--- src/rtl/dmem_pkg.sv ---
// Shared types and helpers for the data-memory responder: FSM states,
// word geometry and the access-legality check.
package dmem_pkg;

    typedef enum logic [1:0] {
        IDLE = 2'd0,
        WAIT = 2'd1,
        RESP = 2'd2
    } dmem_state_e;

    localparam int WORD_BYTES = 4;
    localparam int ADDR_LSB   = 2;

    // An access is illegal when it is not word aligned or its word index lies past the array.
    function automatic logic addr_error(input logic [31:0] addr, input int unsigned depth_words);
        return (addr[ADDR_LSB-1:0] != '0) ||
               ({{ADDR_LSB{1'b0}}, addr[31:ADDR_LSB]} >= depth_words);
    endfunction

endpackage

--- src/rtl/dmem_responder_if.sv ---
// Load/store request bus between the core (master) and the data-memory responder (slave).
interface dmem_responder_if;
    // Handshake: master raises req with we/addr/wdata/wstrb stable and holds them until
    // ready; ready is a one-cycle strobe from the slave, and rdata/err are valid only with it.
    logic        req;
    logic        we;
    logic [31:0] addr;
    logic [31:0] wdata;
    logic [3:0]  wstrb;
    logic        ready;
    logic [31:0] rdata;
    logic        err;

    modport master (output req, we, addr, wdata, wstrb, input ready, rdata, err);
    modport slave  (input req, we, addr, wdata, wstrb, output ready, rdata, err);
endinterface

--- src/rtl/dmem_array.sv ---
// Single-port byte-enable RAM with a registered read port that clears on reset
// and returns zero for any commit that is not a legal load.
module dmem_array
    import dmem_pkg::*;
#(
    parameter int DEPTH_WORDS = 64,
    parameter int AW          = $clog2(DEPTH_WORDS)
) (
    input  logic          clk,
    input  logic          rst_n,
    input  logic          commit,
    input  logic          wr_en,
    input  logic          rd_en,
    input  logic [AW-1:0] idx,
    input  logic [31:0]   wdata,
    input  logic [3:0]    wstrb,
    output logic [31:0]   rdata
);

    logic [31:0] mem [DEPTH_WORDS];
    logic [31:0] rdata_q, rdata_d;

    always_ff @(posedge clk) begin
        if (commit && wr_en) begin
            for (int b = 0; b < WORD_BYTES; b++) begin
                if (wstrb[b]) mem[idx][8*b +: 8] <= wdata[8*b +: 8];
            end
        end
    end

    always_comb begin
        rdata_d = rdata_q;
        if (commit) rdata_d = rd_en ? mem[idx] : '0;
    end

    always_ff @(posedge clk or negedge rst_n) begin
        if (!rst_n) rdata_q <= '0;
        else        rdata_q <= rdata_d;
    end

    assign rdata = rdata_q;

endmodule

--- src/rtl/dmem_responder.sv ---
// Data-memory responder: captures one request, waits WAIT_STATES cycles, commits
// to the array on RESP entry and pulses ready for one cycle with rdata/err.
module dmem_responder
    import dmem_pkg::*;
#(
    parameter int DEPTH_WORDS = 64,
    parameter int WAIT_STATES = 2,
    parameter int COUNT_WIDTH = 16
) (
    input  logic                   clk,
    input  logic                   reset,
    dmem_responder_if.slave        bus,
    output logic [COUNT_WIDTH-1:0] store_count,
    output dmem_state_e            dbg_state
);

    localparam int AW = $clog2(DEPTH_WORDS);
    localparam logic [3:0] WAIT_LOAD = 4'((WAIT_STATES == 0) ? 0 : WAIT_STATES - 1);

    dmem_state_e            state_q, state_d;
    logic [3:0]             wait_cnt_q, wait_cnt_d;
    logic                   we_q, we_d;
    logic [31:0]            addr_q, addr_d;
    logic [31:0]            wdata_q, wdata_d;
    logic [3:0]             wstrb_q, wstrb_d;
    logic                   ready_q, ready_d;
    logic                   err_q, err_d;
    logic [COUNT_WIDTH-1:0] count_q, count_d;
    logic                   commit;

    // With no wait states the capture edge is also the commit edge, so commit uses the live bus.
    logic        c_we;
    logic [31:0] c_addr, c_wdata;
    logic [3:0]  c_wstrb;
    logic        c_err;

    assign c_we    = (WAIT_STATES == 0) ? bus.we    : we_q;
    assign c_addr  = (WAIT_STATES == 0) ? bus.addr  : addr_q;
    assign c_wdata = (WAIT_STATES == 0) ? bus.wdata : wdata_q;
    assign c_wstrb = (WAIT_STATES == 0) ? bus.wstrb : wstrb_q;
    assign c_err   = addr_error(c_addr, DEPTH_WORDS);

    always_comb begin
        state_d    = state_q;
        wait_cnt_d = wait_cnt_q;
        we_d       = we_q;
        addr_d     = addr_q;
        wdata_d    = wdata_q;
        wstrb_d    = wstrb_q;
        count_d    = count_q;
        commit     = 1'b0;
        case (state_q)
            IDLE: begin
                if (bus.req) begin
                    we_d    = bus.we;
                    addr_d  = bus.addr;
                    wdata_d = bus.wdata;
                    wstrb_d = bus.wstrb;
                    if (WAIT_STATES == 0) begin
                        state_d = RESP;
                        commit  = 1'b1;
                    end else begin
                        state_d    = WAIT;
                        wait_cnt_d = WAIT_LOAD;
                    end
                end
            end
            WAIT: begin
                if (wait_cnt_q == 4'd0) begin
                    state_d = RESP;
                    commit  = 1'b1;
                end else begin
                    wait_cnt_d = wait_cnt_q - 4'd1;
                end
            end
            RESP:    state_d = IDLE;
            default: state_d = IDLE;
        endcase
        ready_d = commit;
        err_d   = commit && c_err;
        if (commit && c_we && !c_err && (c_wstrb != 4'd0) && (count_q != '1)) begin
            count_d = count_q + 1'b1;
        end
    end

    always_ff @(posedge clk or negedge reset) begin
        if (!reset) begin
            state_q    <= IDLE;
            wait_cnt_q <= '0;
            we_q       <= 1'b0;
            addr_q     <= '0;
            wdata_q    <= '0;
            wstrb_q    <= '0;
            ready_q    <= 1'b0;
            err_q      <= 1'b0;
            count_q    <= '0;
        end else begin
            state_q    <= state_d;
            wait_cnt_q <= wait_cnt_d;
            we_q       <= we_d;
            addr_q     <= addr_d;
            wdata_q    <= wdata_d;
            wstrb_q    <= wstrb_d;
            ready_q    <= ready_d;
            err_q      <= err_d;
            count_q    <= count_d;
        end
    end

    dmem_array #(.DEPTH_WORDS(DEPTH_WORDS)) u_array (
        .clk    (clk),
        .rst_n  (reset),
        .commit (commit),
        .wr_en  (c_we && !c_err),
        .rd_en  (!c_we && !c_err),
        .idx    (c_addr[AW+ADDR_LSB-1:ADDR_LSB]),
        .wdata  (c_wdata),
        .wstrb  (c_wstrb),
        .rdata  (bus.rdata)
    );

    assign bus.ready   = ready_q;
    assign bus.err     = err_q;
    assign store_count = count_q;
    assign dbg_state   = state_q;

endmodule

--- src/flat_wrapper.sv ---
// flat-port wrapper written by rule: the top's interface ports become plain ports
module dmem_responder_flat import dmem_pkg::*;
#(
    parameter int DEPTH_WORDS = 64,
    parameter int WAIT_STATES = 2,
    parameter int COUNT_WIDTH = 16
)
  (clk, reset, store_count, dbg_state, bus_req, bus_we, bus_addr, bus_wdata, bus_wstrb, bus_ready, bus_rdata, bus_err);
  dmem_responder_if bus_i ();
  input  logic clk;
  input  logic reset;
  output logic [COUNT_WIDTH-1:0] store_count;
  output dmem_state_e dbg_state;
  input wire logic [$bits(bus_i.req)-1:0] bus_req;
  input wire logic [$bits(bus_i.we)-1:0] bus_we;
  input wire logic [$bits(bus_i.addr)-1:0] bus_addr;
  input wire logic [$bits(bus_i.wdata)-1:0] bus_wdata;
  input wire logic [$bits(bus_i.wstrb)-1:0] bus_wstrb;
  output wire logic [$bits(bus_i.ready)-1:0] bus_ready;
  output wire logic [$bits(bus_i.rdata)-1:0] bus_rdata;
  output wire logic [$bits(bus_i.err)-1:0] bus_err;
  assign bus_i.req = bus_req;
  assign bus_i.we = bus_we;
  assign bus_i.addr = bus_addr;
  assign bus_i.wdata = bus_wdata;
  assign bus_i.wstrb = bus_wstrb;
  assign bus_ready = bus_i.ready;
  assign bus_rdata = bus_i.rdata;
  assign bus_err = bus_i.err;
  dmem_responder #(.DEPTH_WORDS(DEPTH_WORDS), .WAIT_STATES(WAIT_STATES), .COUNT_WIDTH(COUNT_WIDTH)) u_core (.clk(clk), .reset(reset), .bus(bus_i), .store_count(store_count), .dbg_state(dbg_state));
endmodule
--- config.mk ---
export PLATFORM = sky130hd
export DESIGN_NAME = dmem_responder_flat
export DESIGN_NICKNAME = d
export VERILOG_FILES = /design/src/rtl/dmem_pkg.sv /design/src/rtl/dmem_responder_if.sv /design/src/rtl/dmem_array.sv /design/src/rtl/dmem_responder.sv /design/src/flat_wrapper.sv
export SDC_FILE = /design/constraint.sdc
export NUM_CORES = 2
export LEC_CHECK = 0
export ABC_AREA = 1
export CAP_MARGIN = 20
export CORE_MARGIN = 5
export CORE_UTILIZATION = 50
export CTS_BUF_LIST = sky130_fd_sc_hd__clkbuf_4 sky130_fd_sc_hd__clkbuf_8 sky130_fd_sc_hd__clkbuf_16
export DETAILED_ROUTE_END_ITERATION = 8
export PLACE_DENSITY = 0.69
export SYNTH_ARGS = -nofsm -noshare
export SYNTH_HDL_FRONTEND = slang
export SYNTH_SLANG_ARGS = --single-unit
--- constraint.sdc ---
create_clock -name clk -period 3.7 [get_ports clk]
set_input_delay 0.74 -clock clk [delete_from_list [all_inputs] [get_ports clk]]
set_output_delay 0.74 -clock clk [all_outputs]
set_load 0.005 [all_outputs]
==> Word level (Yosys, flattened, before mapping) <==
Memories as Yosys holds them, arrays and structs flattened.
Index checks and enable logic that the tools add are counted.
{ "op_classes": {"addsub": 2, "magnitude_cmp": 1, "n_eq_ne": 5, "mux": 21, "reduce_logical": 19} }
{ "ops": {"columns": ["operator", "count"], "rows": [
  ["$mux 32", 1],
  ["$ge 30x7->1 const B", 1],
  ["$add 16x1->16 const B", 1],
  ["$ne 16x16->1 const B", 1],
  ["$mux 1", 14],
  ["$logic_and 1x1->1", 8],
  ["$mux 4", 2],
  ["$pmux 4 s2", 1],
  ["$logic_not 4->1", 1],
  ["$mux 2", 2],
  ["$ne 2x2->1 const B", 2],
  ["$pmux 2 s2", 1],
  ["$reduce_and 2->1", 2],
  ["$reduce_bool 2->1", 2],
  ["$reduce_bool 4->1", 1],
  ["$sub 4x1->4 const B", 1],
  ["$reduce_and 3->1", 1],
  ["$eq 2x1->1 const B", 1],
  ["$logic_not 1->1", 2],
  ["$logic_not 2->1", 1],
  ["$ne 2x1->1 const B", 1],
  ["$logic_or 1x1->1", 1]
]} }
{ "totals": {"regBits": 125, "mem_bits_rw": 2048, "input_bits": 72, "out_inout_bits": 52, "elab_cells": 59, "memories": 1} }
{ "mem_list": {"columns": ["memory", "words", "width", "read_ports", "rd_clocked_by_memory_dff", "write_ports", "line", "text"], "rows": [
  ["u_core.u_array.mem", 64, 32, 1, 0, 1, "dmem_array.sv:20", "logic [31:0] mem [DEPTH_WORDS];"]
]} }

==> Depth between registers and ports, before layout <==
{ "logic_depth": {"ltp_word": 7, "ltp_mapped": 16, "depth_no_buf": 12} }

==> Hierarchy <==
A second synthesis with hierarchy kept.
{ "hier_totals": {"cells_unflattened": 9329, "hier_area_um2": 92243.5} }
{ "by_module_without_submodules": {"columns": ["mod", "n_inst", "cells_each", "area_each_um2", "seq_area_each_um2"], "rows": [
  ["dmem_array", 1, 8826, 88055.7, 62299.8],
  ["dmem_responder", 1, 503, 4187.8, 2327.2]
]} }

==> Least setup slack after synthesis <==
OpenSTA, ideal clock, no wires.
{ "synth_timing": {"path_kind": "flip-flop to flip-flop", "startpoint": "register u_core.addr_q[2]", "endpoint": "memory u_core.u_array.mem[38][0], enable pin", "setup_time_ps": 370, "t_arrival_ps": 1843, "t_required_ps": 3330, "slack_ps": 1486, "path_stages_with_launch": 9, "n_path_buf": 5, "synth_period_minus_slack_ps": 2214, "path_cell_list": "dfrtp_1 > buf_4 > buf_6 > buf_6 > buf_4 > buf_2 > nor2_2 > nand2_1 > nor2_1"} }
{ "synth_via": {"elab_chain_len": 7} }
{ "synth_rtl": {"columns": ["item", "line", "text"], "rows": [
  ["start, declared", "dmem_responder.sv:23", "logic [31:0] addr_q, addr_d;"],
  ["start signal, assigned", "dmem_responder.sv:101", "addr_q <= addr_d;"],
  ["$ge 30x7->1", "dmem_pkg.sv:17", "({{ADDR_LSB{1'b0}}, addr[31:ADDR_LSB]} >= depth_words);"],
  ["$logic_or 1x1->1", "dmem_pkg.sv:16", "return (addr[ADDR_LSB-1:0] != '0) ||"],
  ["$logic_not 1->1", "dmem_responder.sv:114", ".wr_en (c_we && !c_err),"],
  ["$logic_and 1x1->1", "dmem_responder.sv:114", null],
  ["$logic_and 1x1->1", "dmem_array.sv:24", "if (commit && wr_en) begin"],
  ["$mux 1", "dmem_array.sv:24", null],
  ["$mux 1 (not written as such)", "dmem_array.sv:26", "if (wstrb[b]) mem[idx][8*b +: 8] <= wdata[8*b +: 8];"],
  ["end, declared", "dmem_array.sv:20", null]
]} }
Several ways; a longest one is shown, not always the timed one.

==> Final worst setup path <==
{ "layout_timing": {"startpoint": "register u_core.addr_q[2]", "endpoint": "memory u_core.u_array.mem[37][15], enable pin"} }
The elaborated chain is that of the path after synthesis.

==> results_tabular.tex <==
\begin{tabular}{lr}
\hline
Metric & Value \\
\hline
\multicolumn{2}{l}{\textbf{Synth}} \\
Post-synth cell types & 33 \\
Syn Inst Count & 8781 \\
Number of nets in the synthesized netlist & roughly 8900 \\
Mean instance size in the synthesized netlist & approximately 10 µm² \\
Top FF cell, synth & sky130\_fd\_sc\_hd\_\_edfxtp\_1 \\
Fraction of synthesis flops using an asynchronous set or reset pin & 0.0575 \\
EDFF count, synth & just over 2000 \\
Sequential area share after synthesis & 0.706 \\
Post-Syn Area & 91600 µm² \\
Synthesized flop and latch total & 2173 \\
YS warnings & 0 \\
\multicolumn{2}{l}{\textbf{Setup path}} \\
CP required & a little over 4 ns \\
Critical path capture point type & register \\
Critical Setup Path Class & reg -> reg \\
Worst Path Max Fanout & between 100 and 150 \\
Critical path buffers and inverters & 1 \\
Slowest cell on the critical path & sky130\_fd\_sc\_hd\_\_nor2\_1 \\
Crit path DAT & 3.76 ns \\
Cell-by-cell trace of the critical path & clkinv\_16 > nor2\_2 > nand2\_1 > nor2\_1 \\
Largest incremental delay on the critical path & slightly above 0.8 ns \\
Minimum setup slack among reg-to-reg paths & a little under 0.4 ns \\
Kind of launch point of the worst setup path & register \\
Crit-path leading delay family & simple AND/OR/NAND/NOR gates \\
\multicolumn{2}{l}{\textbf{Timing}} \\
Remaining max-slew budget at the tightest pin & 0.224 \\
Number of setup violations in the final report & 0 \\
Total negative slack for setup checks & 0 ns \\
Setup repair after global routing missed its margin & no \\
Highest attainable clock frequency & around 300 MHz \\
Clock period minus final worst setup slack & between 3 and 4 ns \\
Final number of max-transition violations & 0 \\
Number of failing hold endpoints at the final stage & 0 \\
Post-route clock skew & between 0.04 and 0.05 ns \\
Part of the cycle the worst path needs & 0.894 \\
Actual transition at the worst max-transition pin & approximately 1.2 ns \\
\multicolumn{2}{l}{\textbf{Drt}} \\
Wirelength, routed & 254000 µm \\
ANT nets after route & 0 \\
Average wire per standard cell & between 20 and 25 µm \\
DRT iter0 DRCs & around 7000 \\
Number of search-and-repair iterations in the first detailed-routing pass & 7 \\
Ratio of routed vias to standard cells & 5.38 \\
Total vias in the final route & approximately 62000 \\
DRC violation count after routing & 0 \\
\multicolumn{2}{l}{\textbf{Min path}} \\
Hold WC Path Type & in -> reg \\
\multicolumn{2}{l}{\textbf{Clocking}} \\
Num Clock Sinks & 2173 \\
Clock root buffer & sky130\_fd\_sc\_hd\_\_clkbuf\_16 \\
H-tree levels & 4 \\
Bufs on Longest Clock Path & 3 \\
Total of cells resized after clock tree synthesis & 0 \\
Number of buffers inserted to repair setup after CTS & 0 \\
Number of buffers inserted by hold repair at cts & 1 \\
Clock edge transition at the registers on the reported setup and hold paths & roughly 0.060 ns \\
Source-to-sink clock delay at the later pin of the worst-skew pair & between 0.8 and 0.9 ns \\
Number of clock buffers inserted by TritonCTS & roughly 210 \\
CTS tree & yes \\
\multicolumn{2}{l}{\textbf{Place}} \\
Hpwl dp & 156000 µm \\
GP Congestion & between 0.8 and 0.9 \\
Count of input and output buffers & $\sim$120 \\
\multicolumn{2}{l}{\textbf{Global route}} \\
Initial antenna violation count & 9 \\
Maximum number of pins on one net before global-route repair & 180 \\
Grt total ovfl & 0 \\
Total routing usage reported by global routing & 0.262 \\
Number of global-route vias before repair & between 60000 and 70000 \\
Wire length of the first global-routing pass & between 300000 and 400000 µm \\
\multicolumn{2}{l}{\textbf{Floorplan}} \\
Core Area & 183000 µm² \\
Number of rows created at floorplan & between 150 and 200 \\
Effective utilization at floorplan & 0.501 \\
Area of the die & between 150000 and 200000 µm² \\
Die X-Extent & between 400 and 500 µm \\
Ports placed on the boundary & 124 \\
Y dimension of the die & about 440 µm \\
\multicolumn{2}{l}{\textbf{Outcome}} \\
Result of the run & finished, final reports clean \\
\multicolumn{2}{l}{\textbf{Power and ir drop}} \\
Total power divided by cell area & between 700 and 800 nW/µm² \\
Peak VDD IR & 0.00110 V \\
Pleak & 42.4 nW \\
Total power & 75.7 mW \\
\multicolumn{2}{l}{\textbf{Finish}} \\
Area grow syn2layout & 13.2\% \\
Net count, final & a little over 9000 \\
Post-layout util & 0.568 \\
Share of post-route cells with drive strength above 1 & 0.0850 \\
\multicolumn{2}{l}{\textbf{Run}} \\
Maximum Capacitance Violations & 0 \\
\hline
\end{tabular}
## synth_stat cells, types with 10 or more instances
library cell / count / area share
sky130_fd_sc_hd__nand2_1: 3769 / 0.15
sky130_fd_sc_hd__edfxtp_1: 2048 / 0.67
sky130_fd_sc_hd__inv_1: 831 / 0.034
sky130_fd_sc_hd__nand3_1: 563 / 0.031
sky130_fd_sc_hd__nor2_1: 541 / 0.022
sky130_fd_sc_hd__o21ai_0: 217 / 0.012
sky130_fd_sc_hd__buf_2: 198 / 0.011
sky130_fd_sc_hd__clkbuf_1: 133 / 0.0055
sky130_fd_sc_hd__dfrtp_1: 125 / 0.034
sky130_fd_sc_hd__nand4_1: 99 / 0.0068
sky130_fd_sc_hd__buf_4: 58 / 0.0048
sky130_fd_sc_hd__buf_1: 42 / 0.0017
sky130_fd_sc_hd__a21oi_1: 33 / 0.0018
sky130_fd_sc_hd__a31oi_1: 30 / 0.0020
sky130_fd_sc_hd__nor3_1: 12 / 0.00066
sky130_fd_sc_hd__buf_6: 11 / 0.0014
sky130_fd_sc_hd__inv_2: 10 / 0.00041
## cell families (layout without fill, tap and decap cells)
logic type	after synthesis	count (layout)	share of synthesized area
AOI/OAI and AO/OA	292	292	0.0165
xor gates and xnor gates	15	15	0.00143
adders and majority gates	2	2	0.000273
buffers and inverters	1284	1713	0.0587
DFF	2173	2173	0.706
other	0	4	0
and+or+nand+nor	5015	5015	0.218
## worst register-to-register path: stages (launching register included)
cell and delay [ns]:
sky130_fd_sc_hd__dfrtp_4 0.69, sky130_fd_sc_hd__clkinv_16 0.40, sky130_fd_sc_hd__nor2_2 0.45, sky130_fd_sc_hd__nand2_1 0.53, sky130_fd_sc_hd__nor2_1 0.83
## registers in the layout, indices dropped and copies added, names as in the netlist
name,flops
u_core.u_array.mem,2048
u_core.addr_q,32
u_core.c_wdata,32
u_core.u_array.rdata,32
u_core.store_count,16
u_core.c_wstrb,4
u_core.wait_cnt_q,4
u_core.dbg_state,2
u_core.bus.err,1
u_core.bus.ready,1
u_core.c_we,1
## placed cells by master, fill, tap and decap left out, types with 9 or more instances in the layout
cell type / netlist / routed
sky130_fd_sc_hd__nand2_1: 3769 / 3768
sky130_fd_sc_hd__edfxtp_1: 2048 / 2048
sky130_fd_sc_hd__inv_1: 831 / 831
sky130_fd_sc_hd__nand3_1: 563 / 562
sky130_fd_sc_hd__nor2_1: 541 / 541
sky130_fd_sc_hd__buf_4: 58 / 324
sky130_fd_sc_hd__o21ai_0: 217 / 217
sky130_fd_sc_hd__clkbuf_16: 0 / 210
sky130_fd_sc_hd__clkdlybuf4s50_1: 0 / 122
sky130_fd_sc_hd__nand4_1: 99 / 99
sky130_fd_sc_hd__dfrtp_1: 125 / 90
sky130_fd_sc_hd__clkinv_2: 0 / 49
sky130_fd_sc_hd__clkinv_1: 0 / 48
sky130_fd_sc_hd__clkbuf_4: 0 / 43
sky130_fd_sc_hd__buf_12: 0 / 34
sky130_fd_sc_hd__a21oi_1: 33 / 33
sky130_fd_sc_hd__dfrtp_2: 0 / 32
sky130_fd_sc_hd__a31oi_1: 30 / 30
sky130_fd_sc_hd__bufinv_16: 0 / 17
sky130_fd_sc_hd__clkinv_8: 0 / 9
## path summary, 6_finish.rpt
kind,start,to,depth (start not counted)
setup / recovery,u_core.addr_q[2]$_DFFE_PN0P_,u_core.u_array.mem[37][15]$_DFFE_PP_,4
hold / removal,bus_wdata[27],u_core.c_wdata[27]$_DFFE_PN0P_,3
setup reg to reg,u_core.addr_q[2]$_DFFE_PN0P_,u_core.u_array.mem[37][15]$_DFFE_PP_,4
hold reg to reg,u_core.addr_q[25]$_DFFE_PN0P_,u_core.addr_q[25]$_DFFE_PN0P_,2
max in group asynchronous,reset,u_core.addr_q[4]$_DFFE_PN0P_,3
min in group asynchronous,reset,u_core.addr_q[30]$_DFFE_PN0P_,2
## where the power goes
part	internal, mW	total, mW	switching [mW]	leakage [nW]
registers	30.5	33.3	2.81	20.1
logic	5.35	21.3	16.0	18.9
clock network	12.0	21.1	9.11	3.41
total	47.8	75.7	27.9	42.4
## metal layers
metal | vias to the layer above | wire length [µm] | track usage
met4 | 8 | 15100 | 0.141
li1 | 29000 | - | -
met3 | 569 | 22600 | 0.0524
met2 | 2860 | 118000 | 0.414
met1 | 29900 | 98200 | 0.343
met5 | - | 55 | 0
## final cells by class
| type | instances | area, µm² |
|---|---|---|
| antenna | 4 | 10.0 |
| clock inverter | 133 | 1230 |
| clock buffer | 255 | 5610 |
| sequential | 2173 | 64700 |
| multi-input combinational | 5324 | 21600 |
| tap | 2385 | 2980 |
| fill | 14900 | 79000 |
| timing repair buffer | 483 | 4370 |
| inverter | 842 | 3200 |
## stage by stage
stage	instances	hold slack (ns)	instance area, µm²	worst slack [ns]
after floorplan	8781	0.444	91600	1.49
after global placement	11200	0.465	96800	0.412
after detailed placement	11200	0.467	96900	0.438
after CTS	11600	0.367	104000	0.438
after global routing	11600	0.402	104000	0.260
final	11600	0.427	104000	0.392
Note: power is estimated with default switching activity, not from simulation.
